==> config.mk <==
export PLATFORM = sky130hd
export DESIGN_NAME = reg_file_arbiter
export DESIGN_NICKNAME = d
export VERILOG_FILES = /design/src/rtl/reg_file_arbiter.sv
export SDC_FILE = /design/constraint.sdc
export NUM_CORES = 1
export LEC_CHECK = 0
export ABC_AREA = 1
export CAP_MARGIN = 30
export CORE_MARGIN = 2
export CORE_UTILIZATION = 44
export DETAILED_ROUTE_END_ITERATION = 12
export HOLD_SLACK_MARGIN = 0.05
export PLACE_DENSITY = 0.85
export SLEW_MARGIN = 20
export SYNTH_ARGS = -nofsm -noshare
export SYNTH_HDL_FRONTEND = slang
export SYNTH_SLANG_ARGS = --single-unit
==> constraint.sdc <==
create_clock -name clk -period 2.15 [get_ports clk]
set_input_delay 0.645 -clock clk [delete_from_list [all_inputs] [get_ports clk]]
set_output_delay 0.645 -clock clk [all_outputs]
set_load 0.03 [all_outputs]
==> src/rtl/reg_file_arbiter.sv <==
// Round-robin req/gnt/rvalid arbiter sharing the reg_file index/write port between core (A) and debug (B).
// Optional post-reset zeroing of all registers is built when REGFILE_CLEAR_EN is defined.
module reg_file_arbiter #(
  parameter int DATA_W   = 16,
  parameter int IDX_W    = 5,
  parameter int NUM_REGS = 32
) (
  input  logic              clk,
  input  logic              rst_n,
  input  logic              a_req,
  input  logic              a_we,
  input  logic [IDX_W-1:0]  a_idx,
  input  logic [DATA_W-1:0] a_wdata,
  output logic              a_gnt,
  output logic              a_rvalid,
  output logic [DATA_W-1:0] a_rdata,
  input  logic              b_req,
  input  logic              b_we,
  input  logic [IDX_W-1:0]  b_idx,
  input  logic [DATA_W-1:0] b_wdata,
  output logic              b_gnt,
  output logic              b_rvalid,
  output logic [DATA_W-1:0] b_rdata,
  output logic [IDX_W-1:0]  rf_index1,
  output logic [DATA_W-1:0] rf_wdata,
  output logic              rf_we,
  input  logic [DATA_W-1:0] rf_rdata1,
  output logic              clear_busy
);

  typedef enum logic [1:0] {
    ST_IDLE   = 2'd0,
    ST_ACCESS = 2'd1,
    ST_CLEAR  = 2'd2
  } state_e;

`ifdef REGFILE_CLEAR_EN
  localparam int CNT_W = $clog2(NUM_REGS + 1);
  localparam logic [CNT_W-1:0] CLR_END = CNT_W'(NUM_REGS);
  localparam state_e RST_STATE = ST_CLEAR;
  logic [CNT_W-1:0] clr_cnt_q, clr_cnt_d;
  logic             clear_busy_q, clear_busy_d;
`else
  localparam state_e RST_STATE = ST_IDLE;
`endif

  state_e            state_q, state_d;
  logic              last_b_q, last_b_d;
  logic              a_gnt_q, a_gnt_d, b_gnt_q, b_gnt_d;
  logic              a_rvalid_q, a_rvalid_d, b_rvalid_q, b_rvalid_d;
  logic [DATA_W-1:0] a_rdata_q, a_rdata_d, b_rdata_q, b_rdata_d;
  logic [IDX_W-1:0]  rf_index1_q, rf_index1_d;
  logic [DATA_W-1:0] rf_wdata_q, rf_wdata_d;
  logic              rf_we_q, rf_we_d;

  // Next-state and next-output logic; the winner's gnt/rf_we registers double as the captured access
  always_comb begin
    state_d     = state_q;
    last_b_d    = last_b_q;
    a_gnt_d     = 1'b0;
    b_gnt_d     = 1'b0;
    a_rvalid_d  = 1'b0;
    b_rvalid_d  = 1'b0;
    a_rdata_d   = a_rdata_q;
    b_rdata_d   = b_rdata_q;
    rf_index1_d = rf_index1_q;
    rf_wdata_d  = rf_wdata_q;
    rf_we_d     = 1'b0;
`ifdef REGFILE_CLEAR_EN
    clr_cnt_d    = clr_cnt_q;
    clear_busy_d = clear_busy_q;
`endif
    case (state_q)
      ST_IDLE: begin
        if (a_req && (!b_req || last_b_q)) begin
          rf_index1_d = a_idx;
          rf_wdata_d  = a_wdata;
          rf_we_d     = a_we;
          a_gnt_d     = 1'b1;
          last_b_d    = 1'b0;
          state_d     = ST_ACCESS;
        end else if (b_req) begin
          rf_index1_d = b_idx;
          rf_wdata_d  = b_wdata;
          rf_we_d     = b_we;
          b_gnt_d     = 1'b1;
          last_b_d    = 1'b1;
          state_d     = ST_ACCESS;
        end else begin
          state_d = ST_IDLE;
        end
      end
      ST_ACCESS: begin
        state_d = ST_IDLE;
        if (!rf_we_q && a_gnt_q) begin
          a_rvalid_d = 1'b1;
          a_rdata_d  = rf_rdata1;
        end else if (!rf_we_q && b_gnt_q) begin
          b_rvalid_d = 1'b1;
          b_rdata_d  = rf_rdata1;
        end else begin
          a_rvalid_d = 1'b0;
        end
      end
`ifdef REGFILE_CLEAR_EN
      ST_CLEAR: begin
        if (clr_cnt_q == CLR_END) begin
          clear_busy_d = 1'b0;
          state_d      = ST_IDLE;
        end else begin
          rf_index1_d = IDX_W'(clr_cnt_q);
          rf_wdata_d  = {DATA_W{1'b0}};
          rf_we_d     = 1'b1;
          clr_cnt_d   = clr_cnt_q + CNT_W'(1);
        end
      end
`endif
      default: begin
        state_d = ST_IDLE;
      end
    endcase
  end

  // State and registered outputs; reset aborts any in-flight write at once
  always_ff @(posedge clk or negedge rst_n) begin
    if (!rst_n) begin
      state_q     <= RST_STATE;
      last_b_q    <= 1'b1;
      a_gnt_q     <= 1'b0;
      b_gnt_q     <= 1'b0;
      a_rvalid_q  <= 1'b0;
      b_rvalid_q  <= 1'b0;
      a_rdata_q   <= {DATA_W{1'b0}};
      b_rdata_q   <= {DATA_W{1'b0}};
      rf_index1_q <= {IDX_W{1'b0}};
      rf_wdata_q  <= {DATA_W{1'b0}};
      rf_we_q     <= 1'b0;
`ifdef REGFILE_CLEAR_EN
      clr_cnt_q    <= {CNT_W{1'b0}};
      clear_busy_q <= 1'b1;
`endif
    end else begin
      state_q     <= state_d;
      last_b_q    <= last_b_d;
      a_gnt_q     <= a_gnt_d;
      b_gnt_q     <= b_gnt_d;
      a_rvalid_q  <= a_rvalid_d;
      b_rvalid_q  <= b_rvalid_d;
      a_rdata_q   <= a_rdata_d;
      b_rdata_q   <= b_rdata_d;
      rf_index1_q <= rf_index1_d;
      rf_wdata_q  <= rf_wdata_d;
      rf_we_q     <= rf_we_d;
`ifdef REGFILE_CLEAR_EN
      clr_cnt_q    <= clr_cnt_d;
      clear_busy_q <= clear_busy_d;
`endif
    end
  end

  assign a_gnt     = a_gnt_q;
  assign b_gnt     = b_gnt_q;
  assign a_rvalid  = a_rvalid_q;
  assign b_rvalid  = b_rvalid_q;
  assign a_rdata   = a_rdata_q;
  assign b_rdata   = b_rdata_q;
  assign rf_index1 = rf_index1_q;
  assign rf_wdata  = rf_wdata_q;
  assign rf_we     = rf_we_q;
`ifdef REGFILE_CLEAR_EN
  assign clear_busy = clear_busy_q;
`else
  assign clear_busy = 1'b0;
`endif

endmodule
Word-level counts from Yosys, hierarchy flattened --
Cells that the tools add are included.
Operators by class: equality and inequality tests 1, muxes and demuxes 22, bitwise operators 1, reductions and logical operators 11
Operators with widths (number):
- two-way mux 16 bit | 2
- two-way mux 1 bit | 17
- two-way mux 5 bit | 2
- AND reduction 2 bit | 2
- logical AND 1 bit | 3
- AND reduction 3 bit | 1
- equality test 2 x 1 -> 1 bit (second input constant) | 1
- logical NOT 1 bit | 2
- logical NOT 2 bit | 1
- two-way mux 2 bit | 1
- nonzero test 2 bit | 1
- logical OR 1 bit | 1
- inverter 1 bit | 1
Word-level totals: flip-flop bits (word level) 61, input port bits 64

Logic depth before layout (Yosys ltp) --
Gate-level depths: netlist of the first run.
word-level depth 5, depth in mapped cells 7

Worst setup path before layout of the first run --
No wires, ideal clock.
path type input to register, start point input b_req, end point register rf_wdata_q[10] (netlist: rf_wdata[10]), data arrival time 1169 ps, required time 2033 ps, setup slack 864 ps, stages 5, buffers on the path 1, cells stage by stage o21ai_2 -> inv_2 -> buf_4 -> nand3_1 -> nand2_1
On the way: word-level cells in the longest chain between the ends 5, elaborated cells on any way between the ends 6
Ends and longest elaborated chain:
- start: declaration | line 17 | input logic b_req,
- logical NOT 1 bit | line 75 | if (a_req && (!b_req || last_b_q)) begin
- logical OR 1 bit | line 75
- logical AND 1 bit | line 75
- nonzero test 2 bit (no source line)
- AND reduction 2 bit (no source line)
- end signal: assignment | line 136 | rf_wdata_q <= {DATA_W{1'b0}};
- end signal: assignment | line 152 | rf_wdata_q <= rf_wdata_d;
- end: declaration | line 53 | logic [DATA_W-1:0] rf_wdata_q, rf_wdata_d;
Several ways; a longest one is shown, not always the timed one. A chain may end at the register's enable or synchronous reset.

Final worst setup path of the first run --
start point register a_gnt_q (netlist: a_gnt), end point output a_gnt
RTL lines:
- start: declaration | line 49 | logic a_gnt_q, a_gnt_d, b_gnt_q, b_gnt_d;
- start signal: assignment | line 145 | a_gnt_q <= a_gnt_d;
- end: declaration | line 14 | output logic a_gnt,
No word-level cell between the ends.

==> results of run 1 <==
-- kinds of logic after synthesis --
family                 count (synthesis)  synth area share
AOI/OAI and AO/OA                     34           0.06597
buffers and inverters                 82            0.1277
DFF                                   60            0.5700
other                                  1          0.001422
and+or+nand+nor                      148            0.2349
-- cell usage after synthesis, types with 2 or more instances --
library cell  instances
nand2_1              99
inv_1                63
dfrtp_1              59
nand3_1              43
o21ai_0              26
buf_2                14
o21ai_1               7
buf_4                 3
nand2_2               3
inv_2                 2
nor2_1                2
-- per-layer routing --
metal,global-route usage,up-vias,share of wire
met5,0,-,0
met4,0.05593,0,0.0057
met3,0.04667,5,0.078
met2,0.3557,91,0.49
met1,0.2612,1123,0.42
li1,-,1220,-
-- registers in the layout, summed over array words and instances (netlist names) --
register   cells
a_gnt          1
a_rdata       16
state_q        1
a_rvalid       1
last_b_q       1
b_rvalid       1
b_gnt          1
rf_wdata      16
rf_index1      5
b_rdata       16
rf_we          1
-- report_power, final --
group,internal [uW],switching (uW),leakage [uW]
clock network,679,414,0.000113
logic,885,1230,0.00129
registers,1500,202,0.000731
total,3060,1840,0.00213
-- how the worst min path moves through the flow --
stage,to,slack (ns),depth (start not counted)
2_1_floorplan,a_gnt,0.35,0
6_report,a_rdata[5],0.31,2
5_1_grt,a_rdata[5],0.34,2
3_5_place_dp,a_gnt,0.45,1
4_1_cts,a_rdata[5],0.32,2
3_3_place_gp,a_gnt,0.45,1
-- area by class of cell --
cell class,instances,area [um2]
fill,465,1745
sequential,60,1503
timing repair buffer,127,1251
multi-input combinational,183,797.0
inverter,65,244.0
clock buffer,11,141.4
tap,75,93.84
clock inverter,5,75.07
-- through the flow --
step / setup WS (ns) / hold WS [ns] / utilization / std cells / cell area (um2)
4_1_cts: 0.08580 / 0.3163 / 0.7017 / 526 / 4105
5_1_grt: 0.06046 / 0.3432 / 0.7017 / 526 / 4105
6_report: 0.1166 / 0.3143 / 0.7017 / 526 / 4105
3_5_place_dp: 0.1398 / 0.4460 / 0.6647 / 510 / 3889
3_3_place_gp: 0.2272 / 0.4451 / 0.6647 / 510 / 3889
2_1_floorplan: 0.8635 / 0.3494 / - / 325 / 2636
==> flow_summary_export.csv, run 1 <==
group,metric,value,unit
setup_path,r2r_end,"rf_we",
clock_network,h-tree-depth,3,
setup_path,cp_num_cells,1,
sta,tightest_slew,0.5290,ns
sta,period_share,0.9458,
power_and_ir_drop,p_per_area,1195,mW/mm2
synth,netlist_area,0.002636,mm2
synth,syn_avg_cell_area,8.112,um2
floorplan,pin_count,123,
synth,synth.largest_area_cell,"dfrtp_1",
clock_network,ctsHoldBuffers,0,
run_status,status,"completed",
setup_path,crit_chain,"clkdlybuf4s50_1",
synth,yosysWarnings,0,
setup_path,worst_path_max_delay_cell,"clkdlybuf4s50_1",
detailed_routing,wl_per_cell,12.43,um
global_route,grt-ovfl-total,0,
global_route,grt_start_max_net_pins,36,
detailed_routing,vias_per_cell,4.637,
global_route,antenna_found_initial,0,
clock_network,cts_buffer_depth,2,
hold_path,hold_path.class,"in -> async",
synth,ys_seq_elements,60,
synth,synthCells,325,
setup_path,path_max_fanout,3,
clock_network,clk_latency,0.32,ns
setup_path,reg2reg_slack,0.81,ns
global_route,grt_util_all_layers,0.2066,
synth,ys_types,15,
floorplan,chipHeight,81.41,um
placed_design,hpwlAfterDp,4844,um
clock_network,cts_resized,0,
power_and_ir_drop,p_leak,0.002132,uW
cells_and_area,area_growth,55.72,%
synth,synth_top_cells_by_area,"dfrtp_1 (56%), nand2_1 (14%), inv_1 (9.0%)",
synth,ys_seq_area_frac,0.5700,
setup_path,crit_path_start,"a_gnt",
setup_path,crit-reg2reg-launch,"last_b_q",
cells_and_area,n_antenna_cell,0,
detailed_routing,postRouteAntennaNets,0,
floorplan,initial_core_util,0.4506,
floorplan,rows,28,
detailed_routing,drtIter0Drc,109,
cells_and_area,mostFrequentLayoutCell,"clkdlybuf4s50_1",
detailed_routing,drtPass1Iterations,4,
placed_design,gp_congestion,0.7732,
placed_design,io_buffers,121,
floorplan,core_area,0.005851,mm2
clock_network,cts_tree,"yes",
sta,clock_skew,0.005102,ns
setup_path,max_stage_delay,0.69,ns
clock_network,cts_buffers,9,
setup_path,critPathCaptureType,"primary output",
setup_path,reg2reg_depth,6,
power_and_ir_drop,total_power,4906,uW
cells_and_area,finalNetCount,510,
global_route,grt_pass1_vias,2297,
sta,final-setup-viol-count,0,
sta,fin_setup_tns,0,ns
synth,synth-main-ff-cell,"dfrtp_1",
sta,slew_violations,0,
setup_path,required,1.50,ns
synth,synth_top_cell_area_share,0.5600,
sta,hold_viol,0,
clock_network,clk_pin_slew,0.07,ns
setup_path,path_buf_inv,1,
clock_network,cts_root_buffer,"clkbuf_8",
setup_path,cp-start-kind,"flop",
clock_network,postCtsSetupBuffers,0,
setup_path,cp.arrival,1.39,ns
global_route,grt_pass1_wl,10370,um
cells_and_area,final_cell_mix,"clkdlybuf4s50_1 (120), nand2_1 (99), inv_1 (63)",
cells_and_area,final_layout_size_suffix_gt1_frac,0.06652,
synth,synth_edf_count,0,
setup_path,cp-endpoint,"a_gnt",
sta,slew_headroom,0.6461,
clock_network,cts.sink_count,60,
detailed_routing,vias,2439,
detailed_routing,drcViolationCount,0,
power_and_ir_drop,ir_drop,0.6907,mV
sta,rsz0062_at_grt,"false",
run,cap_violations,0,
sta,fmax,491.8,MHz
synth,synthesis.nets,389,
setup_path,criticalPathCategory,"reg -> out",
detailed_routing,drt-total-wl,6540,um
sta,fin_crit,2.033,ns
floorplan,die_w,81.41,um
setup_path,cp_top_family,"buffers and inverters",
floorplan,die-area,0.006627,mm2
synth,synthArstFlopShare,1.000,
Note: power is estimated with default switching activity, not from simulation.
==> inputs of run 2 (changes only) <==
- CAP_MARGIN: 30 -> 15
- MAX_ROUTING_LAYER: unset -> met4
- SLEW_MARGIN: 20 -> 5
==> flow_summary_export.csv, run 2 (synthesis gave the netlist of run 1 again) <==
group,metric,value,unit
clock_network,cts_buffers,9,
floorplan,initial_core_util,0.4506,
power_and_ir_drop,p_per_area,1194,mW/mm2
sta,fmax,492.6,MHz
placed_design,hpwlAfterDp,4844,um
floorplan,core_area,0.005851,mm2
setup_path,cp_top_family,"buffers and inverters",
setup_path,reg2reg_slack,0.81,ns
power_and_ir_drop,pwr-share-clk,0.222,
setup_path,critPathCaptureType,"primary output",
power_and_ir_drop,swShare,0.3756,
global_route,antenna_found_initial,0,
detailed_routing,drtIter0Drc,111,
cells_and_area,final_cell_mix,"clkdlybuf4s50_1 (120), nand2_1 (99), inv_1 (63)",
setup_path,crit-reg2reg-launch,"last_b_q",
clock_network,cts_resized,0,
clock_network,cts_root_buffer,"clkbuf_8",
global_route,busiest_layer,"met2",
setup_path,r2r_end,"rf_we",
power_and_ir_drop,ir_drop,0.6898,mV
placed_design,gp_congestion,0.7837,
power_and_ir_drop,power_switching,1842,uW
cells_and_area,multi_input_area,797.0,um2
setup_path,reg2reg_depth,6,
sta,clock_skew,0.004812,ns
setup_path,cp.arrival,1.38,ns
setup_path,max_stage_delay,0.69,ns
cells_and_area,area_growth,55.72,%
floorplan,pin_count,123,
global_route,grtUsageMet1,0.2605,
detailed_routing,drcViolationCount,0,
detailed_routing,postRouteAntennaNets,0,
clock_network,h-tree-depth,3,
global_route,grt_util_all_layers,0.2126,
power_and_ir_drop,p_int,3062,uW
detailed_routing,vias_per_cell,4.643,
clock_network,cts.sink_count,60,
setup_path,required,1.50,ns
detailed_routing,wl_per_cell,12.45,um
sta,rsz0062_at_grt,"false",
global_route,gr-usage-met3,0.04667,
setup_path,crit_chain,"clkdlybuf4s50_1",
power_and_ir_drop,p_seq_frac,0.347,
clock_network,cts_buffer_depth,2,
sta,fin_setup_tns,0,ns
setup_path,path_buf_inv,1,
power_and_ir_drop,combinationalPowerShare,0.431,
hold_path,hold_path.class,"in -> async",
global_route,use_met2,0.3566,
run,cap_violations,0,
placed_design,io_buffers,121,
clock_network,clk_latency,0.31,ns
global_route,grt-ovfl-total,0,
floorplan,chipHeight,81.41,um
cells_and_area,final_layout_size_suffix_gt1_frac,0.06652,
run_status,status,"completed",
sta,final-setup-viol-count,0,
sta,slew_violations,0,
floorplan,rows,28,
floorplan,die-area,0.006627,mm2
power_and_ir_drop,p_leak,0.002132,uW
global_route,grt_start_max_net_pins,36,
setup_path,worst_path_max_delay_cell,"clkdlybuf4s50_1",
cells_and_area,n_antenna_cell,0,
detailed_routing,vias,2442,
clock_network,ctsHoldBuffers,0,
sta,fin_hold_ws,0.3162,ns
cells_and_area,regArea,0.001503,mm2
setup_path,criticalPathCategory,"reg -> out",
setup_path,path_max_fanout,3,
sta,hold_viol,0,
clock_network,cts_tree,"yes",
detailed_routing,drt-total-wl,6548,um
floorplan,die_w,81.41,um
cells_and_area,mostFrequentLayoutCell,"clkdlybuf4s50_1",
sta,tightest_slew,0.5324,ns
detailed_routing,drtPass1Iterations,4,
cells_and_area,nFillCells,465,
global_route,grt_pass1_wl,10400,um
sta,fin_crit,2.030,ns
power_and_ir_drop,total_power,4903,uW
sta,period_share,0.9441,
cells_and_area,finalNetCount,510,
global_route,grt_pass1_vias,2301,
clock_network,postCtsSetupBuffers,0,
sta,slew_headroom,0.6438,
setup_path,cp-start-kind,"flop",
clock_network,clk_pin_slew,0.07,ns
[run 2: cell counts in the layout (fill, tap and decap cells not counted)]
No cell type changed its count.
[run 2: area by class of cell]
| type | count | area share |
|---|---|---|
| clock inverters | 5 | 0.01829 |
| well taps | 75 | 0.02286 |
| clock buffers | 11 | 0.03444 |
| inverters | 65 | 0.05943 |
| flip-flops and latches | 60 | 0.3660 |
| multi-input cells | 183 | 0.1941 |
| repair buffers | 127 | 0.3048 |
[run 2: per-layer routing]
layer | share of wire | vias to the layer above
met4 | 0.0073 | 0
met1 | 0.43 | 1123
met5 | 0 | -
met2 | 0.49 | 94
met3 | 0.076 | 5
li1 | - | 1220
[run 2: worst max path at each step]
stage,startpoint,to,slack [ns],depth (start not counted)
global placement,b_req,rf_index1[0],0.23,6
CTS,a_gnt,a_gnt,0.09,1
global route,a_gnt,a_gnt,0.06,1
finish,a_gnt,a_gnt,0.12,1
detailed placement,b_req,rf_index1[2],0.14,6
floorplan,b_req,rf_wdata[10],0.86,5
[run 2: per-stage QoR]
stage | cell area [um2] | util | worst slack (ns) | std cells
global placement | 3889 | 0.6647 | 0.2272 | 510
floorplan | 2636 | - | 0.8635 | 325
detailed placement | 3889 | 0.6647 | 0.1398 | 510
global route | 4105 | 0.7017 | 0.06059 | 526
CTS | 4105 | 0.7017 | 0.08580 | 526
finish | 4105 | 0.7017 | 0.1201 | 526
[run 2: power groups by stage]
stage | Combinational, uW | Clock, uW | Sequential (uW)
after floorplan | 415 | 0 | 2430
after global placement | 2080 | 0 | 1700
after detailed placement | 2130 | 0 | 1710
after CTS | 2130 | 1110 | 1700
after global routing | 2270 | 1170 | 1740
final | 2110 | 1090 | 1700
